<file path="config.mk">
export PLATFORM = sky130hd
export DESIGN_NAME = level_outcome_unit
export DESIGN_NICKNAME = d
export VERILOG_FILES = /design/src/rtl/game_pkg.sv /design/src/rtl/frame_persist_filter.sv /design/src/rtl/level_outcome_unit.sv
export SDC_FILE = /design/constraint.sdc
export NUM_CORES = 1
export LEC_CHECK = 0
export ABC_CLOCK_PERIOD_IN_PS = 2400
export BUFFER_PORTS_ARGS = -buffer_cell sky130_fd_sc_hd__buf_2
export CAP_MARGIN = 40
export CORE_MARGIN = 2
export CORE_UTILIZATION = 52
export CTS_CLUSTER_SIZE = 24
export DETAILED_ROUTE_END_ITERATION = 16
export PLACE_DENSITY = 0.74
export SYNTH_ARGS = -nofsm -noshare
export SYNTH_HDL_FRONTEND = slang
export SYNTH_SLANG_ARGS = --single-unit
</file>
<file path="constraint.sdc">
create_clock -name pixel_clk -period 2.4 [get_ports pixel_clk]
set_input_delay 0.36 -clock pixel_clk [delete_from_list [all_inputs] [get_ports pixel_clk]]
set_output_delay 0.36 -clock pixel_clk [all_outputs]
set_load 0.005 [all_outputs]
</file>
<file path="src/rtl/game_pkg.sv">
// Shared game-flow constants and the outcome FSM state type.
// The game-flow FSM imports this package so both sides agree on the codes.
package game_pkg;

   localparam logic [3:0] GS_START = 4'd0;
   localparam logic [3:0] GS_PREP  = 4'd1;
   localparam logic [3:0] GS_PLAY  = 4'd2;
   localparam logic [3:0] GS_WIN   = 4'd3;

   typedef enum logic [2:0] {
      ST_IDLE,
      ST_ARMED,
      ST_RUNNING,
      ST_WON,
      ST_LOST
   } outcome_state_t;

   // Level lengths are at most 99, so two BCD digits always suffice.
   function automatic logic [7:0] to_bcd(input int value);
      return {4'(value / 10), 4'(value % 10)};
   endfunction

endpackage

</file>
<file path="src/rtl/frame_persist_filter.sv">
// Consecutive-frame contact filter: counts frames with the contact level high,
// clears on any frame without it, and saturates at THRESH.
module frame_persist_filter #(
   parameter int THRESH = 3
) (
   input  logic clk,
   input  logic reset,
   input  logic clear,
   input  logic sample,
   input  logic level,
   output logic reached
);

   localparam logic [3:0] THRESH_CNT  = 4'(THRESH);
   localparam logic [3:0] THRESH_LAST = 4'(THRESH - 1);

   logic [3:0] count;

   always_ff @(posedge clk or posedge reset) begin
      if (reset) begin
         count <= '0;
      end else if (clear) begin
         count <= '0;
      end else if (sample) begin
         if (!level)
            count <= '0;
         else if (count < THRESH_CNT)
            count <= count + 4'd1;
      end
   end

   // Flags the frame on which the count arrives at (or stays at) the threshold.
   assign reached = sample && level && (count >= THRESH_LAST);

endmodule

</file>
<file path="src/rtl/level_outcome_unit.sv">
// Per-level outcome generator: countdown timer (binary + BCD), hit/goal filters,
// and the outcome FSM feeding win/lose to the game-flow FSM.
//
// state      | meaning
// -----------+--------------------------------------------------------
// ST_IDLE    | no level in progress; start screen clears loss_count
// ST_ARMED   | prep screen; timer and filters reloaded every cycle
// ST_RUNNING | level in play; frame_start drives timer and filters
// ST_WON     | goal reached; win_the_game held while still in play
// ST_LOST    | hit or timeout; lose_the_game held while still in play
module level_outcome_unit
   import game_pkg::*;
#(
   parameter int FRAMES_PER_SEC = 60,
   parameter int LEVEL0_SECONDS = 60,
   parameter int LEVEL1_SECONDS = 45,
   parameter int HIT_FRAMES     = 3,
   parameter int GOAL_FRAMES    = 2
) (
   input  logic       pixel_clk,
   input  logic       reset,
   input  logic       frame_start,
   input  logic [3:0] game_state,
   input  logic [1:0] selector_value,
   input  logic       player_hit,
   input  logic       player_at_goal,
   output logic       win_the_game,
   output logic       lose_the_game,
   output logic [6:0] time_left,
   output logic [7:0] time_bcd,
   output logic [7:0] loss_count
);

   localparam int FW = (FRAMES_PER_SEC > 1) ? $clog2(FRAMES_PER_SEC) : 1;
   localparam logic [FW-1:0] FRAME_LAST = FW'(FRAMES_PER_SEC - 1);
   localparam logic [6:0]    LEN0       = 7'(LEVEL0_SECONDS);
   localparam logic [6:0]    LEN1       = 7'(LEVEL1_SECONDS);
   localparam logic [7:0]    LEN0_BCD   = to_bcd(LEVEL0_SECONDS);
   localparam logic [7:0]    LEN1_BCD   = to_bcd(LEVEL1_SECONDS);

   outcome_state_t state, next_state;
   logic [FW-1:0]  frame_cnt;
   logic           load;
   logic           play_frame;
   logic           tick;
   logic           timeout;
   logic           hit_reached;
   logic           goal_reached;
   logic           lose_event;

   assign load       = ((state == ST_IDLE) || (state == ST_ARMED)) && (game_state == GS_PREP);
   assign play_frame = (state == ST_RUNNING) && (game_state == GS_PLAY) && frame_start;
   assign tick       = play_frame && (frame_cnt == FRAME_LAST);
   assign timeout    = tick && (time_left == 7'd1);

   frame_persist_filter #(.THRESH(HIT_FRAMES)) u_hit_filter (
      .clk     (pixel_clk),
      .reset   (reset),
      .clear   (load),
      .sample  (play_frame),
      .level   (player_hit),
      .reached (hit_reached)
   );

   frame_persist_filter #(.THRESH(GOAL_FRAMES)) u_goal_filter (
      .clk     (pixel_clk),
      .reset   (reset),
      .clear   (load),
      .sample  (play_frame),
      .level   (player_at_goal),
      .reached (goal_reached)
   );

   always_ff @(posedge pixel_clk or posedge reset) begin
      if (reset) begin
         state         <= ST_IDLE;
         win_the_game  <= 1'b0;
         lose_the_game <= 1'b0;
      end else begin
         state         <= next_state;
         win_the_game  <= (next_state == ST_WON);
         lose_the_game <= (next_state == ST_LOST);
      end
   end

   always_comb begin
      next_state = state;
      lose_event = 1'b0;
      case (state)
         ST_IDLE: begin
            if (game_state == GS_PREP)
               next_state = ST_ARMED;
         end
         ST_ARMED: begin
            if (game_state == GS_PLAY)
               next_state = ST_RUNNING;
            else if (game_state == GS_START)
               next_state = ST_IDLE;
         end
         ST_RUNNING: begin
            // Win outranks a hit or timeout landing on the same frame.
            if (game_state != GS_PLAY) begin
               next_state = ST_IDLE;
            end else if (goal_reached) begin
               next_state = ST_WON;
            end else if (hit_reached || timeout) begin
               next_state = ST_LOST;
               lose_event = 1'b1;
            end
         end
         ST_WON, ST_LOST: begin
            if (game_state != GS_PLAY)
               next_state = ST_IDLE;
         end
         default: next_state = ST_IDLE;
      endcase
   end

   always_ff @(posedge pixel_clk or posedge reset) begin
      if (reset) begin
         frame_cnt <= '0;
         time_left <= '0;
         time_bcd  <= '0;
      end else if (load) begin
         frame_cnt <= '0;
         time_left <= (selector_value == 2'd0) ? LEN0 : LEN1;
         time_bcd  <= (selector_value == 2'd0) ? LEN0_BCD : LEN1_BCD;
      end else if (play_frame) begin
         frame_cnt <= tick ? '0 : frame_cnt + 1'b1;
         if (tick && (time_left != 7'd0)) begin
            time_left <= time_left - 7'd1;
            if (time_bcd[3:0] == 4'd0)
               time_bcd <= {time_bcd[7:4] - 4'd1, 4'd9};
            else
               time_bcd <= {time_bcd[7:4], time_bcd[3:0] - 4'd1};
         end
      end
   end

   always_ff @(posedge pixel_clk or posedge reset) begin
      if (reset)
         loss_count <= '0;
      else if ((state == ST_IDLE) && (game_state == GS_START))
         loss_count <= '0;
      else if (lose_event && (loss_count != 8'hFF))
         loss_count <= loss_count + 8'd1;
   end

endmodule

</file>
==> impl_metrics.csv, run 1 <==
group,metric,value,unit
sta,maxSlewHeadroom,0.6376,
route,routed_via_density,5.767,
worst_setup_path,startpoint_type,"flip-flop",
pwr,ir_worst_vdd,348.2,µV
die,io_pins,36,
synthesis,synth_cells,251,
sta,post-route-period-util,0.9173,
clock_tree,cts.reportedPaths.clkPinSlew,0.08,ns
pwr,power.density,545.1,nW/µm²
synthesis,synth-xor-area-share,0.01871,
route,drt_wl_total,5170,µm
placed_design,portBuffers,35,
sta,finalHoldViolCount,0,
sta,finalMaxSlewViolations,0,
grt,grt_max_degree,43,
synthesis,synth-main-ff-cell,"dfrtp_1",
grt,grt_pass1_wl,8956,µm
finish,fin_area,2779,µm²
grt,grt_overflow_total,0,
clock_tree,clock-sinks,42,
clock_tree,cts-root-buf,"clkbuf_8",
synthesis,syn_avg_cell_area,9.327,µm²
sta,setup_viol_count_final,0,
route,antenna_violating_nets_post_route,0,
finish,layout.area.seq,1051,µm²
synthesis,async_flop_share,1.000,
finish,fin_nets,325,
worst_setup_path,required,2.62,ns
clock_tree,htreeDepth,2,
synthesis,syn_area,2341,µm²
flow_run,maxCapViolations,0,
worst_setup_path,cp_max_fo,8,
route,drc,0,
grt,gr-usage-all-layers,0.2232,
sta,clock.fmax,454.2,MHz
die,die_h,71.10,µm
hold_path,hold_path_class,"input pin to async pin",
sta,setup_tns,0,ns
die,core,4354,µm²
finish,fin_util,0.6382,
route,dr.first_iter.drc_count,156,
synthesis,seq_area_frac_synth,0.4490,
synthesis,yosys.area_share.adder,0.05879,
clock_tree,cts_hold_buffers,0,
worst_setup_path,cp-end-kind,"flip-flop",
finish,antennaDiodeCount,0,
route,wl_per_cell,14.52,µm
synthesis,synth_compound_area_frac,0.1700,
synthesis,ys_types,50,
placed_design,dp_hpwl,3750,µm
synthesis,synth-simple-area-share,0.2443,
finish,area_growth,18.71,%
clock_tree,cts_setup_buffers,0,
worst_setup_path,r2r_slack,0.20,ns
clock_tree,cts_tree,"built",
sta,fin_worst_skew,0.005060,ns
finish,num-fill-cells,375,
synthesis,ys_ff_latch,42,
clock_tree,clk_path_buf_depth,2,
finish,drive_gt1_frac,0.2303,
die,die_x,71.10,µm
placed_design,placed_area,2688,µm²
worst_setup_path,crit_type,"flip-flop to flip-flop",
worst_setup_path,reg2reg_depth,6,
sta,worstMarginPinSlew,0.5411,ns
synthesis,yosysWarnings,0,
pwr,total_leakage_power,1.279,nW
die,fp.dieArea,5055,µm²
die,start_util,0.5376,
sta,rsz0062_at_grt,"false",
worst_setup_path,arrival,2.42,ns
status,status,"completed",
grt,antenna_found_initial,0,
route,num_vias,2053,
sta,whs,0.1939,ns
finish,multi_input_area,1182,µm²
synthesis,synth_top_family_by_area,"simple AND/OR/NAND/NOR gates",
synthesis,synth_edf_count,0,
synthesis,synth_fp_nets,273,
grt,grt_pass1_vias,1904,
clock_tree,numCtsBuffers,5,
clock_tree,clock_latency,0.29,ns
sta,fin_crit,2.202,ns
placed_design,gp_congestion,0.8065,
synthesis,synth.mux.area_fraction,0.01336,
route,drtPass1Iterations,4,
die,fp-row-count,24,
clock_tree,cts_resized,0,
-- cell type report --
cell class | count | share of cell area
clock inverter | 1 | 0.001801
multi-input combinational | 183 | 0.4255
clock buffer | 7 | 0.03107
timing repair buffer | 56 | 0.1198
inverter | 15 | 0.02026
sequential | 42 | 0.3782
tap | 52 | 0.02341
-- critical path, cell delays in order, from the launching register on --
cell and delay [ns]:
dfrtp_1 0.44, nor4_1 0.32, buf_4 0.17, nand4_1 0.15
a211o_4 0.39, or4_1 0.50, a21oi_1 0.15
-- cells in the final DEF, fill, tap and decap left out, drive strengths merged, types with 7 or more instances in the layout --
master and n:
buf 56, dfrtp 42, o21ai 21, nor2 20
nand2 16, inv 15, a21oi 15, nand3 11
ha 11, or3 11, nand4 8, nor3 7
clkbuf 7
-- cell families after synthesis --
logic type | Yosys count
muxes | 3
and+or+nand+nor | 103
buffers and inverters | 26
AOI/OAI and AO/OA | 61
xor gates and xnor gates | 5
adders and majority gates | 11
DFF | 42
-- flip-flops by register name, indices dropped and copies added (netlist names), 3 cells and up --
register / count
time_left: 7
u_goal_filter.count: 4
loss_count: 8
state: 3
u_hit_filter.count: 4
time_bcd: 8
frame_cnt: 6
-- routing by layer --
metal | up-vias | wire length (µm) | track usage
met5 | - | 0 | 0
met4 | 0 | 53 | 0.05660
met3 | 4 | 184 | 0.04416
met2 | 38 | 2488 | 0.3427
met1 | 988 | 2445 | 0.3266
li1 | 1023 | - | -
-- through the flow --
step,setup slack [ns],cells,total power (W)
detailed placement,-0.08543,348,0.001053
global route,0.02811,356,0.001595
finish,0.1984,356,0.001515
CTS,0.1714,356,0.001534
floorplan,-0.06162,251,0.0009768
global placement,-0.07692,348,0.001045
-- final timing paths --
path	from	end
worst max-delay path	time_left[2]$_DFFE_PP0P_	loss_count[7]$_DFFE_PP0P_
worst min-delay path	reset	u_goal_filter.count[2]$_DFFE_PP0P_
worst max register to register	time_left[2]$_DFFE_PP0P_	loss_count[7]$_DFFE_PP0P_
worst min register to register	u_goal_filter.count[2]$_DFFE_PP0P_	u_goal_filter.count[2]$_DFFE_PP0P_
max in group asynchronous	reset	frame_cnt[2]$_DFFE_PP0P_
min in group pixel_clk	selector_value[0]	time_left[4]$_DFFE_PP0P_
-- power breakdown --
| group | internal [W] | switching, W | total (W) |
|---|---|---|---|
| Sequential | 0.000753 | 0.0000555 | 0.000808 |
| Combinational | 0.000101 | 0.000132 | 0.000233 |
| Clock | 0.000232 | 0.000241 | 0.000474 |
| Total | 0.00109 | 0.000429 | 0.00151 |
-- cells in the mapped netlist (all sizes together), types with 4 or more instances --
cell / instances / share of area
dfrtp: 42 / 0.45
ha: 11 / 0.059
o21ai: 21 / 0.045
nand4: 8 / 0.021
nand3: 11 / 0.024
nor3: 7 / 0.015
nor2b: 4 / 0.011
nand2: 16 / 0.026
and3: 4 / 0.011
or4: 4 / 0.014
clkbuf: 8 / 0.013
or3: 11 / 0.030
nor2: 20 / 0.032
nand3b: 5 / 0.016
inv: 15 / 0.024
a21oi: 15 / 0.032
No activity file was read; power rests on OpenSTA's default activity.
==> run 2: changes to the inputs <==
--- a/config.mk
+++ b/config.mk
@@ -5,8 +5,7 @@
 export SDC_FILE = /design/constraint.sdc
 export NUM_CORES = 1
 export LEC_CHECK = 0
-export ABC_CLOCK_PERIOD_IN_PS = 2400
-export BUFFER_PORTS_ARGS = -buffer_cell sky130_fd_sc_hd__buf_2
+export BUFFER_PORTS_ARGS = -buffer_cell sky130_fd_sc_hd__buf_4
 export CAP_MARGIN = 40
 export CORE_MARGIN = 2
 export CORE_UTILIZATION = 52
==> run 2 against run 1 <==
Compared with the run above:
- critical path depth is the same
- total power grew 1.4%
- sequential power grew 0.5%
- first-iteration DRC count shrank 42%
- largest cell class unchanged
- clock skew grew 0.0043 ns
- via count grew 1.1%
- wire length grew 4.1%
- combinational power grew 5%
- clock power grew 1%
- global-route usage shrank 0.30 points
- cell area grew 3.5%
==> impl_metrics.csv, run 2 (same netlist as run 1, synthesis figures left out) <==
group,metric,value,unit
worst_setup_path,crit_type,"input pin to flip-flop",
sta,worstMarginPinSlew,0.5490,ns
clock_tree,clock-sinks,42,
worst_setup_path,crit_family,"simple AND/OR/NAND/NOR gates",
sta,finalHoldViolCount,0,
finish,area_growth,22.88,%
finish,top_regs,"loss_count: 8 flops, time_bcd: 8 flops, time_left: 7 flops",
placed_design,gp_congestion,0.7965,
hold_path,hold_path_class,"input pin to async pin",
pwr,p_sw_frac,0.2858,
die,start_util,0.5376,
sta,rsz0062_at_grt,"false",
sta,finalMaxSlewViolations,0,
pwr,internal_power,0.001097,W
sta,layout_setup_ws,0.1642,ns
route,antenna_violating_nets_post_route,0,
die,io_pins,36,
pwr,ir_worst_vdd,343.0,µV
route,routed_via_density,5.831,
grt,grt_max_degree,43,
pwr,p_sw,0.0004391,W
clock_tree,cts.reportedPaths.clkPinSlew,0.09,ns
clock_tree,cts_tree,"built",
finish,fin_nets,325,
placed_design,dp_hpwl,3843,µm
die,die_x,71.10,µm
finish,fin_area,2877,µm²
grt,grt_pass1_vias,1841,
route,wl_per_cell,15.11,µm
die,core,4354,µm²
pwr,clockPowerShare,0.313,
pwr,seqPwrFrac,0.528,
route,dr.first_iter.drc_count,90,
sta,setup_tns,0,ns
route,drt_wl_total,5380,µm
clock_tree,clk_path_buf_depth,2,
worst_setup_path,startpoint_type,"input pin",
placed_design,portBuffers,35,
route,num_vias,2076,
finish,antennaDiodeCount,0,
sta,maxSlewHeadroom,0.6323,
worst_setup_path,arrival,2.46,ns
worst_setup_path,crit_path_top_delay_cell,"or4b_1",
clock_tree,cts_setup_buffers,0,
flow_run,maxCapViolations,0,
worst_setup_path,cp_max_fo,8,
grt,grt_overflow_total,0,
sta,fin_crit,2.236,ns
clock_tree,clock_latency,0.30,ns
grt,gr-usage-all-layers,0.2202,
clock_tree,cts-root-buf,"clkbuf_8",
route,drtPass1Iterations,4,
finish,drive_gt1_frac,0.2368,
worst_setup_path,crit_path_max_incr_delay,0.57,ns
pwr,comb_power_share,0.159,
grt,antenna_found_initial,0,
die,fp-row-count,24,
worst_setup_path,cp-end-kind,"flip-flop",
sta,setup_viol_count_final,0,
route,drc,0,
status,status,"completed",
finish,final_cell_mix,"buf_4, dfrtp_1, o21ai_0",
sta,fin_worst_skew,0.009316,ns
grt,grt_pass1_wl,8825,µm
sta,clock.fmax,447.3,MHz
finish,num-fill-cells,361,
clock_tree,cts_hold_buffers,0,
clock_tree,htreeDepth,2,
die,fp.dieArea,5055,µm²
pwr,total_leakage_power,1.297,nW
clock_tree,numCtsBuffers,5,
finish,layout.cells.most_common,"buf_4",
pwr,power.density,534.2,nW/µm²
worst_setup_path,cp_cell_sequence,"buf_4 -> or4b_1 -> or4_4 -> a211o_4 -> or4_1 -> a21oi_1",
worst_setup_path,required,2.62,ns
sta,post-route-period-util,0.9316,
die,die_h,71.10,µm
placed_design,placed_area,2775,µm²
placed_design,pre_cts_slack,-0.1258,ns
worst_setup_path,path_buf_inv,1,
-- run 2: cell types whose count changed in the layout (fill, tap and decap cells not counted) --
| cell | change |
|---|---|
| buf_4 | +35 |
| clkbuf_1 | -1 |
| nor4_2 | +1 |
| nor4_1 | -1 |
| clkinvlp_4 | +1 |
| buf_2 | -35 |
-- run 2: final timing paths --
| check | start | endpoint | slack, ns | cells after the start |
|---|---|---|---|---|
| min reg2reg | u_goal_filter.count[2]$_DFFE_PP0P_ | u_goal_filter.count[2]$_DFFE_PP0P_ | 0.52 | 2 |
| min | reset | u_hit_filter.count[2]$_DFFE_PP0P_ | 0.19 | 3 |
| max reg2reg | time_left[2]$_DFFE_PP0P_ | loss_count[7]$_DFFE_PP0P_ | 0.17 | 6 |
| max in group asynchronous | reset | state[0]$_DFF_PP0_ | 1.83 | 3 |
| max | game_state[0] | loss_count[7]$_DFFE_PP0P_ | 0.16 | 6 |
| min in group pixel_clk | selector_value[0] | time_left[4]$_DFFE_PP0P_ | 0.36 | 3 |
-- run 2: power groups by stage --
stage | logic [W] | clock network (W) | registers (W)
2_1_floorplan | 0.000176 | 0 | 0.000801
3_3_place_gp | 0.000239 | 0 | 0.000822
3_5_place_dp | 0.000244 | 0 | 0.000822
4_1_cts | 0.000246 | 0.000491 | 0.000809
5_1_grt | 0.000280 | 0.000516 | 0.000819
6_report | 0.000244 | 0.000481 | 0.000812
-- run 2: worst min-delay path: stages --
cell	delay (ns)
buf_4	0.11
inv_1	0.04
buf_4	0.44
-- run 2: layout make-up --
cell class | count | area [µm²] | area share
multi-input cells | 183 | 1189 | 0.4132
clock buffers | 6 | 82.58 | 0.02871
inverters | 15 | 56.30 | 0.01957
flip-flops and latches | 42 | 1051 | 0.3654
clock inverters | 2 | 12.51 | 0.004350
well taps | 52 | 65.06 | 0.02262
repair buffers | 56 | 420.4 | 0.1462
-- run 2: through the flow --
| step | std cells | hold WS (ns) | util | total power [W] |
|---|---|---|---|---|
| 3_5_place_dp | 348 | 0.5113 | 0.6374 | 0.001067 |
| 4_1_cts | 356 | 0.2079 | 0.6592 | 0.001546 |
| 3_3_place_gp | 348 | 0.4762 | 0.6374 | 0.001061 |
| 2_1_floorplan | 251 | 0.4632 | - | 0.0009768 |
| 6_report | 356 | 0.1878 | 0.6606 | 0.001537 |
| 5_1_grt | 356 | 0.2421 | 0.6606 | 0.001615 |
-- run 2: timing repair --
item,CTS,global route
gates resized for setup,0,1
endpoints found under the setup margin,0,1
hold endpoints to repair,0,0
-- run 2: per-layer routing --
metal  wire length (µm)  vias to the layer above  GRT usage  part of all wire
met5                  0                        -          0                 0
met2               2566                       36     0.3416              0.48
met1               2571                     1011     0.3127              0.48
met4                 57                        0    0.06080             0.011
met3                184                        5    0.04986             0.034
li1                   -                     1024          -                 -
